`src/rtl/ni_packet_tx_pkg.sv`:
```
// Shared NI/router definitions: flit types and the packet transmitter state encoding.
package ni_packet_tx_pkg;

  localparam int unsigned TAM_FLIT = 16;

  typedef logic [TAM_FLIT-1:0] regflit;
  typedef logic [7:0]          regmetadeflit;

  typedef enum logic [1:0] {
    IDLE,
    HEADER,
    SIZE,
    PAYLOAD
  } ni_tx_state_t;

endpackage

```
`src/rtl/ni_packet_tx_if.sv`:
```
// Core-side command and payload handshakes of the packet transmitter.
interface ni_packet_tx_if
  import ni_packet_tx_pkg::*;
#(
  parameter int unsigned FLIT_WIDTH = TAM_FLIT
);

  logic                  cmd_valid;
  logic                  cmd_ready;
  regmetadeflit          cmd_target;
  logic [FLIT_WIDTH-1:0] cmd_size;
  logic                  pl_valid;
  logic                  pl_ready;
  logic [FLIT_WIDTH-1:0] pl_data;

  modport master (
    output cmd_valid, cmd_target, cmd_size, pl_valid, pl_data,
    input  cmd_ready, pl_ready
  );

  modport slave (
    input  cmd_valid, cmd_target, cmd_size, pl_valid, pl_data,
    output cmd_ready, pl_ready
  );

endinterface

```
`src/rtl/ni_packet_tx_fifo.sv`:
```
// Payload decoupling FIFO between the core and the transmitter output slot.
module ni_flit_fifo #(
  parameter int unsigned FLIT_WIDTH = 16,
  parameter int unsigned FIFO_DEPTH = 4
) (
  input  logic                  clock,
  input  logic                  reset,
  input  logic                  push,
  input  logic                  pop,
  input  logic [FLIT_WIDTH-1:0] din,
  output logic                  full,
  output logic                  empty,
  output logic [FLIT_WIDTH-1:0] head
);

  localparam int unsigned AW = $clog2(FIFO_DEPTH);

  logic [FLIT_WIDTH-1:0] mem [FIFO_DEPTH];
  logic [AW-1:0]         wr_ptr;
  logic [AW-1:0]         rd_ptr;
  logic [AW:0]           count;
  logic                  do_push;
  logic                  do_pop;

  assign do_push = push && !full;
  assign do_pop  = pop && !empty;
  assign full    = (count == (AW+1)'(FIFO_DEPTH));
  assign empty   = (count == '0);
  assign head    = mem[rd_ptr];

  // Pointers wrap naturally because the depth is a power of two.
  always_ff @(posedge clock or negedge reset) begin
    if (!reset) begin
      wr_ptr <= '0;
      rd_ptr <= '0;
      count  <= '0;
    end else begin
      if (do_push) wr_ptr <= wr_ptr + AW'(1);
      if (do_pop)  rd_ptr <= rd_ptr + AW'(1);
      unique case ({do_push, do_pop})
        2'b10:   count <= count + (AW+1)'(1);
        2'b01:   count <= count - (AW+1)'(1);
        default: count <= count;
      endcase
    end
  end

  always_ff @(posedge clock) begin
    if (do_push) mem[wr_ptr] <= din;
  end

endmodule

```
`src/rtl/ni_packet_tx.sv`:
```
// Credit-based HeMPS packet transmitter: header, size, then payload flits into the router LOCAL port.
module ni_packet_tx
  import ni_packet_tx_pkg::*;
#(
  parameter int unsigned FLIT_WIDTH = TAM_FLIT,
  parameter int unsigned FIFO_DEPTH = 4
) (
  input  logic                  clock,
  input  logic                  reset,
  ni_packet_tx_if.slave         core,
  output logic                  clock_tx,
  output logic                  tx,
  output logic [FLIT_WIDTH-1:0] data_out,
  input  logic                  credit_i,
  output logic                  busy,
  output logic                  pkt_done
);

  ni_tx_state_t          state;
  ni_tx_state_t          state_nxt;
  logic [FLIT_WIDTH-1:0] size_q;
  logic [FLIT_WIDTH-1:0] remaining;
  logic [FLIT_WIDTH-1:0] accepted;
  logic                  fifo_full;
  logic                  fifo_empty;
  logic [FLIT_WIDTH-1:0] fifo_head;
  logic                  push;
  logic                  pop;
  logic                  accept;
  logic                  xfer;
  logic                  slot_free;
  logic                  tx_nxt;
  logic [FLIT_WIDTH-1:0] data_nxt;
  logic                  done_nxt;

  assign clock_tx  = clock;
  assign accept    = (state == IDLE) && core.cmd_valid;
  assign xfer      = tx && credit_i;
  assign slot_free = !tx || credit_i;
  assign push      = core.pl_valid && core.pl_ready;

  ni_flit_fifo #(
    .FLIT_WIDTH (FLIT_WIDTH),
    .FIFO_DEPTH (FIFO_DEPTH)
  ) u_fifo (
    .clock (clock),
    .reset (reset),
    .push  (push),
    .pop   (pop),
    .din   (core.pl_data),
    .full  (fifo_full),
    .empty (fifo_empty),
    .head  (fifo_head)
  );

  always_ff @(posedge clock or negedge reset) begin
    if (!reset) state <= IDLE;
    else        state <= state_nxt;
  end

  always_comb begin
    state_nxt = state;
    unique case (state)
      IDLE:    if (core.cmd_valid) state_nxt = HEADER;
      HEADER:  if (xfer) state_nxt = SIZE;
      SIZE:    if (xfer) state_nxt = (size_q == '0) ? IDLE : PAYLOAD;
      PAYLOAD: if (xfer && remaining == '0) state_nxt = IDLE;
    endcase
  end

  always_comb begin
    core.cmd_ready = (state == IDLE);
    core.pl_ready  = (state != IDLE) && !fifo_full && (accepted < size_q);
    busy           = (state != IDLE);
    tx_nxt         = tx;
    data_nxt       = data_out;
    done_nxt       = 1'b0;
    pop            = 1'b0;
    unique case (state)
      IDLE: begin
        if (core.cmd_valid) begin
          tx_nxt   = 1'b1;
          data_nxt = FLIT_WIDTH'(core.cmd_target);
        end
      end
      HEADER: begin
        if (xfer) data_nxt = size_q;
      end
      SIZE: begin
        if (xfer) begin
          if (size_q == '0) begin
            tx_nxt   = 1'b0;
            done_nxt = 1'b1;
          end else if (!fifo_empty) begin
            pop      = 1'b1;
            data_nxt = fifo_head;
          end else begin
            tx_nxt = 1'b0;
          end
        end
      end
      PAYLOAD: begin
        // remaining counts flits not yet loaded; zero while tx=1 means the slot holds the last one.
        if (slot_free) begin
          if (xfer && remaining == '0) begin
            tx_nxt   = 1'b0;
            done_nxt = 1'b1;
          end else if (remaining != '0 && !fifo_empty) begin
            pop      = 1'b1;
            tx_nxt   = 1'b1;
            data_nxt = fifo_head;
          end else begin
            tx_nxt = 1'b0;
          end
        end
      end
    endcase
  end

  always_ff @(posedge clock or negedge reset) begin
    if (!reset) begin
      tx        <= 1'b0;
      data_out  <= '0;
      pkt_done  <= 1'b0;
      size_q    <= '0;
      remaining <= '0;
      accepted  <= '0;
    end else begin
      tx       <= tx_nxt;
      data_out <= data_nxt;
      pkt_done <= done_nxt;
      if (accept) begin
        size_q    <= core.cmd_size;
        remaining <= core.cmd_size;
        accepted  <= '0;
      end else begin
        if (pop)  remaining <= remaining - FLIT_WIDTH'(1);
        if (push) accepted  <= accepted + FLIT_WIDTH'(1);
      end
    end
  end

endmodule

```
`src/flat_wrapper.sv`:
```
// flat-port wrapper written by rule: the top's interface ports become plain ports
module ni_packet_tx_flat import ni_packet_tx_pkg::*;
#(
  parameter int unsigned FLIT_WIDTH = TAM_FLIT,
  parameter int unsigned FIFO_DEPTH = 4
)
  (clock, reset, clock_tx, tx, data_out, credit_i, busy, pkt_done, core_cmd_valid, core_cmd_target, core_cmd_size, core_pl_valid, core_pl_data, core_cmd_ready, core_pl_ready);
  ni_packet_tx_if #(.FLIT_WIDTH(FLIT_WIDTH)) core_i ();
  input  logic clock;
  input  logic reset;
  output logic clock_tx;
  output logic tx;
  output logic [FLIT_WIDTH-1:0] data_out;
  input  logic credit_i;
  output logic busy;
  output logic pkt_done;
  input wire logic [$bits(core_i.cmd_valid)-1:0] core_cmd_valid;
  input wire logic [$bits(core_i.cmd_target)-1:0] core_cmd_target;
  input wire logic [$bits(core_i.cmd_size)-1:0] core_cmd_size;
  input wire logic [$bits(core_i.pl_valid)-1:0] core_pl_valid;
  input wire logic [$bits(core_i.pl_data)-1:0] core_pl_data;
  output wire logic [$bits(core_i.cmd_ready)-1:0] core_cmd_ready;
  output wire logic [$bits(core_i.pl_ready)-1:0] core_pl_ready;
  assign core_i.cmd_valid = core_cmd_valid;
  assign core_i.cmd_target = core_cmd_target;
  assign core_i.cmd_size = core_cmd_size;
  assign core_i.pl_valid = core_pl_valid;
  assign core_i.pl_data = core_pl_data;
  assign core_cmd_ready = core_i.cmd_ready;
  assign core_pl_ready = core_i.pl_ready;
  ni_packet_tx #(.FLIT_WIDTH(FLIT_WIDTH), .FIFO_DEPTH(FIFO_DEPTH)) u_core (.clock(clock), .reset(reset), .core(core_i), .clock_tx(clock_tx), .tx(tx), .data_out(data_out), .credit_i(credit_i), .busy(busy), .pkt_done(pkt_done));
endmodule
```
`config.mk`:
```
export PLATFORM = sky130hd
export DESIGN_NAME = ni_packet_tx_flat
export DESIGN_NICKNAME = d
export VERILOG_FILES = /design/src/rtl/ni_packet_tx_pkg.sv /design/src/rtl/ni_packet_tx_if.sv /design/src/rtl/ni_packet_tx_fifo.sv /design/src/rtl/ni_packet_tx.sv /design/src/flat_wrapper.sv
export SDC_FILE = /design/constraint.sdc
export NUM_CORES = 1
export LEC_CHECK = 0
export BUFFER_PORTS_ARGS = -buffer_cell sky130_fd_sc_hd__buf_2
export CORE_UTILIZATION = 60
export CTS_CLUSTER_SIZE = 20
export DETAILED_ROUTE_END_ITERATION = 10
export MAX_ROUTING_LAYER = met4
export PLACE_DENSITY_LB_ADDON = 0.15
export SYNTH_ARGS = -nofsm -noshare
export SYNTH_HDL_FRONTEND = slang
export SYNTH_SLANG_ARGS = --single-unit
export TNS_END_PERCENT = 1
```
`constraint.sdc`:
```
create_clock -name clock -period 8.5 [get_ports clock]
set_input_delay 1.7 -clock clock [delete_from_list [all_inputs] [get_ports clock]]
set_output_delay 1.7 -clock clock [all_outputs]
set_load 0.05 [all_outputs]
```
==> flow_metrics.env <==
export IMPL_status="finished, final reports clean"
export IMPL_diodes=0
export IMPL_track_usage_pct=29.9
export IMPL_final_common_cell="dfrtp_1"
export IMPL_nets=691
export IMPL_cts_resized=0
export IMPL_setup_tns_ns=0
export IMPL_portBuffers=66
export IMPL_critical_path_class="clk -> out"
export IMPL_drt_iter0_drc=464
export IMPL_synth_ff_type="dfrtp_1"
export IMPL_wl_per_cell_um=19.3
export IMPL_gp_congestion=0.896
export IMPL_grt_overflow_total=0
export IMPL_synth_top_cell_area_share_pct=29.3
export IMPL_grt_first_pass_wirelength_um=24100
export IMPL_start_util_pct=62.8
export IMPL_synth_nets=626
export IMPL_cts_setup_buffers=0
export IMPL_design_area_sq_mm=0.00762
export IMPL_place_area_sq_mm=0.00699
export IMPL_final_hold_viol_count=0
export IMPL_synth_area_leaders="edfxtp_1 (29%), dfrtp_1 (29%), mux4_2 (5.5%)"
export IMPL_core_area_sq_mm=0.0105
export IMPL_required_ns=6.80
export IMPL_drv_slew=0
export IMPL_ios=67
export IMPL_synth_edf_count=64
export IMPL_rows=37
export IMPL_p_total_mw=2.94
export IMPL_path_max_fanout=2
export IMPL_firstDrtPassIters=5
export IMPL_clkTransAtPathRegs_ns=0.06
export IMPL_dieWidth_um=107
export IMPL_ant_nets=0
export IMPL_slew_headroom_pct=28.5
export IMPL_die_h_um=107
export IMPL_dp_hpwl_um=10000
export IMPL_ys_warn_count=0
export IMPL_grt_pass1_vias=4557
export IMPL_areaGrowthSynthToFinish_pct=16.0
export IMPL_cts_hold_buf=0
export IMPL_skew_ns=0.00576
export IMPL_synthesis_instances=558
export IMPL_hp_class="reg -> reg"
export IMPL_dp_cells=737
export IMPL_grt_max_degree=76
export IMPL_final_cell_mix="dfrtp_1 (75), nand2_1 (69), buf_2 (65)"
export IMPL_cp_arrival_ns=4.67
export IMPL_vias=4717
export IMPL_worst_pin_slew_ns=1.07
export IMPL_viasPerCell=6.11
export IMPL_startpoint_type="clock port"
export IMPL_dieArea_sq_mm=0.0114
export IMPL_vdd_drop_max_mv=0.288
export IMPL_rsz0062_at_grt="false"
export IMPL_layout_drive_gt1_share_pct=20.8
export IMPL_ys_async_sr_fraction_pct=54.0
export IMPL_end_kind="output pin"
export IMPL_syn_area_sq_mm=0.00657
export IMPL_setup_viol=0
export IMPL_synth_seq_cells=139
export IMPL_synth_area_leader_cell="edfxtp_1"
export IMPL_tritoncts="done"
export IMPL_maxCapViolCount=0
export IMPL_drcViolationCount=0
export IMPL_syn_mean_instance_area_sq_um=11.8
export IMPL_clock_latency_ns=0.64
export IMPL_p_per_area_mw_per_mm2=386
export IMPL_routed_wl_um=14900
export IMPL_leakage_nw=3.22
export IMPL_antenna_found_initial=0
export IMPL_synth_seq_area_share_pct=57.8
export IMPL_layout_cells_non_filler=772
export IMPL_fin_util_pct=72.8
export IMPL_synth_cell_types=55
==> worst max-delay path, stage by stage <==
cell      delay [ns]
clkbuf_8        0.11
clkbuf_8        0.11
buf_2           0.20
==> final cells by class <==
| type | count | area, sq um |
|---|---|---|
| Clock inverter | 15 | 174 |
| Tap cell | 136 | 170 |
| Clock buffer | 21 | 460 |
| Inverter | 25 | 93.8 |
| Fill cell | 769 | 2850 |
| Timing Repair Buffer | 70 | 365 |
| Multi-Input combinational cell | 366 | 2550 |
| Sequential cell | 139 | 3800 |
==> metal layers <==
layer  wire length (um)  vias to the layer above  part of all wire [%]  global-route usage, %
met5                  0                        -                     0                      -
li1                   -                     2188                     -                      -
met2               7230                      203                    48                   45.1
met1               6410                     2309                    43                   40.5
met4                180                        0                   1.2                   8.61
met3               1100                       17                   7.3                   7.54
==> cell families (layout without fill, tap and decap cells) <==
family	count (synthesis)	count (layout)	synth area share, %
AOI/OAI and AO/OA	122	122	11.5
adders and majority gates	23	23	4.50
DFF	139	139	57.8
and+or+nand+nor	178	178	13.5
muxes	25	25	6.86
buffers and inverters	53	131	3.41
xor gates and xnor gates	18	18	2.40
==> worst paths after layout <==
check                                                endpoint                             from  cells after the start  slack, ns
setup / recovery                                     clock_tx                            clock                      3       2.13
hold / removal                u_core.data_out[14]$_DFFE_PN0P_  u_core.data_out[14]$_DFFE_PN0P_                      2       0.48
setup reg to reg           u_core.u_fifo.count[2]$_DFFE_PN0P_    u_core.size_q[12]$_DFFE_PN0P_                     14       4.96
hold reg to reg               u_core.data_out[14]$_DFFE_PN0P_  u_core.data_out[14]$_DFFE_PN0P_                      2       0.48
max in group asynchronous      u_core.data_out[2]$_DFFE_PN0P_                            reset                      1       6.67
min in group asynchronous     u_core.remaining[5]$_DFFE_PN0P_                            reset                      1       1.19
==> power breakdown <==
group,leakage (nW),internal (mW),total (mW),switching [mW]
clock network,0.303,0.479,0.785,0.306
registers,1.51,0.927,1.11,0.183
logic,1.40,0.387,1.04,0.656
total,3.22,1.79,2.94,1.14
==> metrics by stage <==
stage | setup slack, ns | hold WS (ns)
final | 2.13 | 0.482
after global routing | 2.13 | 0.510
after CTS | 2.13 | 0.481
after detailed placement | 2.36 | 0.468
after global placement | 2.36 | 0.458
after floorplan | 2.38 | 0.447
==> cells in the mapped netlist, types with 3 or more instances <==
library cell,instances
nor4_1,7
o211ai_1,3
xnor2_1,16
ha_1,22
a22oi_1,3
and2_1,5
and3_1,8
or3_1,5
nand4_1,7
a2111oi_0,7
buf_2,8
a21oi_1,30
o21ai_0,54
a221o_1,3
edfxtp_1,64
and4_1,3
mux2i_1,9
nor2_1,28
nand3_1,16
a211o_1,5
inv_1,25
nor3_1,10
mux4_2,16
dfrtp_1,75
nor2b_1,3
clkbuf_1,15
nand2_1,69
nor3b_1,6
==> flip-flops by register name, summed over array words and instances, names as in the netlist <==
name / count
u_core.u_fifo.rd_ptr: 2
u_core.tx: 1
u_core.u_fifo.count: 3
u_core.size_q: 16
u_core.u_fifo.wr_ptr: 2
u_core.u_fifo.mem: 64
u_core.state: 2
u_core.data_out: 16
u_core.remaining: 16
u_core.pkt_done: 1
u_core.accepted: 16
Power figures use the tool's default switching activity.
